### config.mk
export PLATFORM = sky130hd
export DESIGN_NAME = fifo_word_unpacker
export DESIGN_NICKNAME = d
export VERILOG_FILES = /design/src/rtl/fifo_word_unpacker.sv
export SDC_FILE = /design/constraint.sdc
export NUM_CORES = 1
export LEC_CHECK = 0
export ABC_AREA = 1
export CAP_MARGIN = 20
export CORE_MARGIN = 2
export CORE_UTILIZATION = 45
export DETAILED_ROUTE_END_ITERATION = 10
export PLACE_DENSITY = 0.73
export SYNTH_ARGS = -nofsm -noshare
export SYNTH_HDL_FRONTEND = slang
export SYNTH_SLANG_ARGS = --single-unit
### constraint.sdc
create_clock -name clk -period 3.7 [get_ports clk]
set_input_delay 0.555 -clock clk [delete_from_list [all_inputs] [get_ports clk]]
set_output_delay 0.555 -clock clk [all_outputs]
set_load 0.02 [all_outputs]
### src/rtl/fifo_word_unpacker.sv
// Drains 192-bit words from the lane FIFO and streams them out as one lane per
// cycle, lane 0 first, tagging the last lane of the last word of each frame.
module fifo_word_unpacker #(
  parameter int LANE_WIDTH  = 32,
  parameter int LANES       = 6,
  parameter int FRAME_WORDS = 4,
  localparam int LANE_IDX_W  = $clog2(LANES),
  localparam int FRAME_CNT_W = $clog2(FRAME_WORDS) + 1
) (
  input  logic                        clk,
  input  logic                        rst,
  input  logic                        flush,
  input  logic [LANE_WIDTH*LANES-1:0] fifo_dout,
  input  logic                        fifo_out_valid,
  input  logic                        fifo_empty,
  output logic                        fifo_request,
  output logic [LANE_WIDTH-1:0]       m_data,
  output logic                        m_valid,
  input  logic                        m_ready,
  output logic [LANE_IDX_W-1:0]       m_lane,
  output logic                        m_last,
  output logic                        busy
);

  localparam logic [LANE_IDX_W-1:0]  LAST_LANE = LANE_IDX_W'(LANES - 1);
  localparam logic [FRAME_CNT_W-1:0] LAST_WORD = FRAME_CNT_W'(FRAME_WORDS - 1);

  logic [LANE_WIDTH*LANES-1:0] hold;
  logic                        hold_valid;
  logic [LANE_IDX_W-1:0]       lane;
  logic [FRAME_CNT_W-1:0]      word_cnt;
  logic                        last_lane;
  logic                        lane_fire;
  logic                        unused_status;

  // Stream handshake: a lane transfers on every rising edge where m_valid and
  // m_ready are both high; while m_valid && !m_ready, data/lane/last hold still.
  assign last_lane = (lane == LAST_LANE);
  assign lane_fire = hold_valid && m_ready;

  // Requesting on the final lane's accept lets the next word land on the same
  // edge, so a always-ready consumer sees no bubble between words.
  assign fifo_request = !rst && !flush && (!hold_valid || (m_ready && last_lane));

  assign m_data  = hold[lane*LANE_WIDTH +: LANE_WIDTH];
  assign m_valid = hold_valid;
  assign m_lane  = lane;
  assign m_last  = hold_valid && last_lane && (word_cnt == LAST_WORD);
  assign busy    = hold_valid;

  // The FIFO gates its own out_valid; the empty flag is observed only.
  assign unused_status = fifo_empty;

  always_ff @(posedge clk) begin
    if (rst || flush) begin
      hold       <= '0;
      hold_valid <= 1'b0;
      lane       <= '0;
      word_cnt   <= '0;
    end else begin
      if (lane_fire) begin
        if (last_lane) begin
          word_cnt   <= (word_cnt == LAST_WORD) ? '0 : word_cnt + 1'b1;
          hold_valid <= 1'b0;
        end else begin
          lane <= lane + 1'b1;
        end
      end
      // A same-edge reload overrides the clear above and keeps the block full.
      if (fifo_out_valid) begin
        hold       <= fifo_dout;
        hold_valid <= 1'b1;
        lane       <= '0;
      end
    end
  end

endmodule

Yosys cells after proc, flatten, opt, wreduce, memory -nomap -nowiden
Index checks and enable logic that the tools add are counted.
Storage, ports and cells
  output and inout bits: 39
  register bits after elaboration: 199
  input bits: 198
  word-level logic and storage cells: 31
Operators by class
  shift operators: 1
  reduce and logical (&&, ||, !) cells: 17
  bitwise logic cells: 1
  equal/unequal tests: 2
  multiplexer cells: 4
  add/sub/neg operators: 2
Operators with widths (number)
  indexed part select 192 x 9 -> 32 bit: 1
  adder 3 x 1 -> 3 bit, second input constant: 2
  logical AND 1 bit: 6
  AND reduction 2 bit: 3
  nonzero test 2 bit: 2
  == test 3 x 2 -> 1 bit, second input constant: 1
  == test 3 bit, second input constant: 1
  zero test 1 bit: 3
  2-to-1 mux 1 bit: 3
  2-to-1 mux 3 bit: 1
  logical OR 1 bit: 2
  OR reduction 2 bit: 1
  NOT 1 bit: 1

Logic depth before layout (Yosys ltp)
  word-level depth: 4
  mapped depth: 10

Worst setup path before layout
OpenSTA, ideal clock, no wires.
  kind: reg-to-output
  start: register lane[1], in the netlist m_lane[1]
  end: output port fifo_request
  cell stages (with the launch flop): 9
  setup slack: 1.532 ns
  arrival time: 1.613 ns
  buffers on the path: 2
  path through: dfxtp_1 buf_2 inv_2 buf_2 ha_1 nand2_1 o21ai_0 inv_1 nor2_1
Between the ends
  cells in the longest elaborated chain, start to end: 4
Ends and longest elaborated chain
  from (decl): line 30  | logic [LANE_IDX_W-1:0] lane;
  from (signal assigned): line 66  | lane <= lane + 1'b1;
  == test 3 bit: line 38  | assign last_lane = (lane == LAST_LANE);
  logical AND 1 bit: line 43  | assign fifo_request = !rst && !flush && (!hold_valid || (m_ready && last_lane));
  logical OR 1 bit: line 43
  logical AND 1 bit: line 43
  to (decl): line 16  | output logic fifo_request,
Every way passes these cells.

Worst setup path in the final report
  start: register lane[0], in the netlist m_lane[0]
  end: output port m_data[10]
Between the ends
  cells in the longest elaborated chain, start to end: 1
Ends and longest elaborated chain
  indexed part select 192 x 9 -> 32 bit: line 45  | assign m_data = hold[lane*LANE_WIDTH +: LANE_WIDTH];
  to (decl): line 17  | output logic [LANE_WIDTH-1:0] m_data,
Every way passes these cells.

==> results.json <==
{
  "postRouteAntennaNets": 0,
  "arrival_ns": 2.54,
  "synth_warnings": 0,
  "synthFlopType": "dfxtp_1",
  "synth_mux_area_frac": 0,
  "drc": 0,
  "cts.hold.buffers_added": 0,
  "rsz0062_at_grt": "no",
  "max_slew_margin": 0.4703,
  "cts_root_buffer": "clkbuf_16",
  "synth.distinct_cells": 25,
  "cp_top_family": "buffers and inverters",
  "dr.max_layer_used": "met4",
  "numCtsBuffers": 17,
  "synth_top_family_by_area": "compound AO/OA/AOI/OAI gates",
  "fillers": 1996,
  "cts_setup_buffers": 0,
  "path_max_fanout": 26,
  "met3_length_um": 1525,
  "yosys.area.top_type_share": 0.3983,
  "final_nets": 1650,
  "synth-xor-area-share": 0,
  "cp-start-kind": "flip-flop",
  "placed_area_sq_um": 12230,
  "wl_um": 27000,
  "m1WireLength_um": 11370,
  "clkLatencyLatePin_ns": 0.43,
  "yosys.area_share.simple": 0.1969,
  "antenna_found_initial": 0,
  "synth-edff-count": 0,
  "clkTransAtPathRegs_ns": 0.08,
  "status": "finished, final reports clean",
  "rows": 54,
  "powerDensity_nw_per_um2": 374.3,
  "ys_seq_area_frac": 0.3983,
  "total_power_mw": 4.791,
  "multi_input_area_sq_um": 4827,
  "yosysMostFrequentCell": "nand2_1",
  "asyncSetResetFlopFracSynth": 0,
  "pin_count": 237,
  "critical_path_class": "reg -> out",
  "grt_start_max_net_pins": 131,
  "num_antenna_cells": 0,
  "clockBufferDepth": 2,
  "place_congestion": 0.8280,
  "die_y_um": 153.1,
  "dp_hpwl_um": 18220,
  "synth-compound-area-share": 0.2820,
  "drt_iter0_drc": 465,
  "worst_ep_required_time_ns": 3.14,
  "drive_gt1_frac": 0.2079,
  "cts_tree": "yes",
  "slowest_stage": "clkdlybuf4s50_1",
  "internal-power_mw": 3.511,
  "avgSynthCellArea_sq_um": 7.832,
  "cts_repair_resize_count": 0,
  "vdd_drop_max_mv": 0.2891,
  "fin_crit_sh": 0.8354,
  "track_usage": 0.2289,
  "maxCapViolations": 0,
  "numPortBuffers": 235,
  "fmax_mhz": 323.5,
  "cp-end-kind": "output port",
  "place_ws_ns": 1.045,
  "crit_top_cell": "nand2_1",
  "dp_cells": 1710,
  "vias": 8619,
  "area_delta_synth_final_pct": 28.00,
  "dr.pass1.iters": 5,
  "max_stage_delay_ns": 0.54,
  "critical_path_buf_inv_count": 3,
  "hold_class": "reg -> reg",
  "drv_slew": 0,
  "synth_cells": 1277,
  "clock_skew_ns": 0.008108,
  "die_width_um": 153.1,
  "final_area_sq_um": 12800,
  "finalHoldViolations": 0,
  "finalWorstSetupSlack_ns": 0.6091,
  "routed-wl-met2_um": 13430,
  "sequentialPowerShare": 0.469,
  "ff_latch_area_sq_um": 3989,
  "clkSinkCount": 199,
  "fin_cells": 1742,
  "setup_viol": 0,
  "grt_pass1_vias": 8160,
  "synth_top_area_cell": "dfxtp_1",
  "crit_chain": "inv_4 -> buf_4 -> nand2_1 -> nand3_1 -> nand2_1 -> nand2_1 -> nand2_1 -> clkdlybuf4s50_1",
  "initial_core_util": 0.4583,
  "synth_area_leaders": "dfxtp_1 (40%), nand2_1 (14%), a21oi_2 (9.6%)",
  "r2r_slack_ns": 2.12,
  "power_frac_clock": 0.384,
  "pwr-share-comb": 0.147,
  "ys_ff_latch": 199,
  "via_per_inst": 4.948,
  "dieArea_sq_um": 23430,
  "timing.setup.tns_ns": 0,
  "synth_fa_ha_area_frac": 0.003753,
  "gr-total-overflow": 0,
  "syn_area_sq_um": 10000,
  "synth_common_cells": "nand2_1 (369), dfxtp_1 (199), inv_1 (134)",
  "core_area_sq_um": 21820,
  "swShare": 0.2673,
  "period_minus_slack_ns": 3.091,
  "p_switching_mw": 1.280,
  "worst_slew_pin_slew_ns": 0.7945,
  "htreeDepth": 4,
  "grt_pass1_wl_um": 42990,
  "p_leak_nw": 4.999,
  "syn_nets": 1478,
  "post_drt_wl_per_cell_um": 15.50
}
## power by group through the flow
stage,sequential (mW),clock [mW],combinational (mW)
6_report,2.25,1.84,0.705
5_1_grt,2.26,1.95,0.769
4_1_cts,2.25,1.87,0.712
3_5_place_dp,2.30,0,0.708
3_3_place_gp,2.30,0,0.703
2_1_floorplan,2.29,0,0.385
## layer usage
layer / GRT usage / vias up
met5: 0 / -
met2: 0.3878 / 228
met1: 0.2901 / 3928
met4: 0.07760 / 0
li1: - / 4427
met3: 0.04792 / 36
## per-stage QoR
step	hold WS [ns]	utilization
after detailed placement	0.4334	0.5605
after global routing	0.4727	0.5866
final	0.4561	0.5866
after global placement	0.4300	0.5605
after CTS	0.4575	0.5866
after floorplan	0.4196	-
## final timing paths
path                                             start                      to  cells after the start
worst max-delay path            m_lane[0]$_SDFFE_PP0P_              m_data[10]                      8
worst min-delay path            hold[132]$_SDFFE_PP0P_  hold[132]$_SDFFE_PP0P_                      2
worst max register to register  m_lane[1]$_SDFFE_PP0P_  m_lane[2]$_SDFFE_PP0P_                      7
worst min register to register  hold[132]$_SDFFE_PP0P_  hold[132]$_SDFFE_PP0P_                      2
## worst reg2reg max path: stages (launching register included)
cell,delay (ns)
dfxtp_2,0.59
inv_2,0.07
ha_1,0.19
nand2_1,0.15
inv_1,0.09
nor2_1,0.19
nand2_1,0.08
a21oi_1,0.15
## layout by cell type, fill, tap and decap left out, drive strengths merged
| cell | count |
|---|---|
| nand3 | 65 |
| or2 | 32 |
| nor2 | 11 |
| nand2 | 369 |
| inv | 146 |
| clkinv | 6 |
| clkbuf | 18 |
| buf | 17 |
| ha | 3 |
| dfxtp | 199 |
| bufinv | 1 |
| clkinvlp | 1 |
| o21ai | 130 |
| a21oi | 198 |
| o211ai | 32 |
| clkdlybuf4s50 | 234 |
## cell type report
| type | count | share of cell area |
|---|---|---|
| multi-input combinational | 840 | 0.3771 |
| timing repair buffer | 251 | 0.1976 |
| inverter | 140 | 0.04183 |
| clock buffer | 18 | 0.03353 |
| tap | 280 | 0.02737 |
| sequential | 199 | 0.3116 |
| clock inverter | 14 | 0.01095 |
## cell families (layout without fill, tap and decap cells)
| logic type | count (synthesis) | in the layout |
|---|---|---|
| and+or+nand+nor | 477 | 477 |
| DFF | 199 | 199 |
| buffers and inverters | 238 | 423 |
| AOI/OAI and AO/OA | 360 | 360 |
| adders and majority gates | 3 | 3 |
## sequential cells by signal (all words and copies together) (netlist names)
signal	flops
hold	192
m_lane	3
word_cnt	3
busy	1
Power figures use the tool's default switching activity.
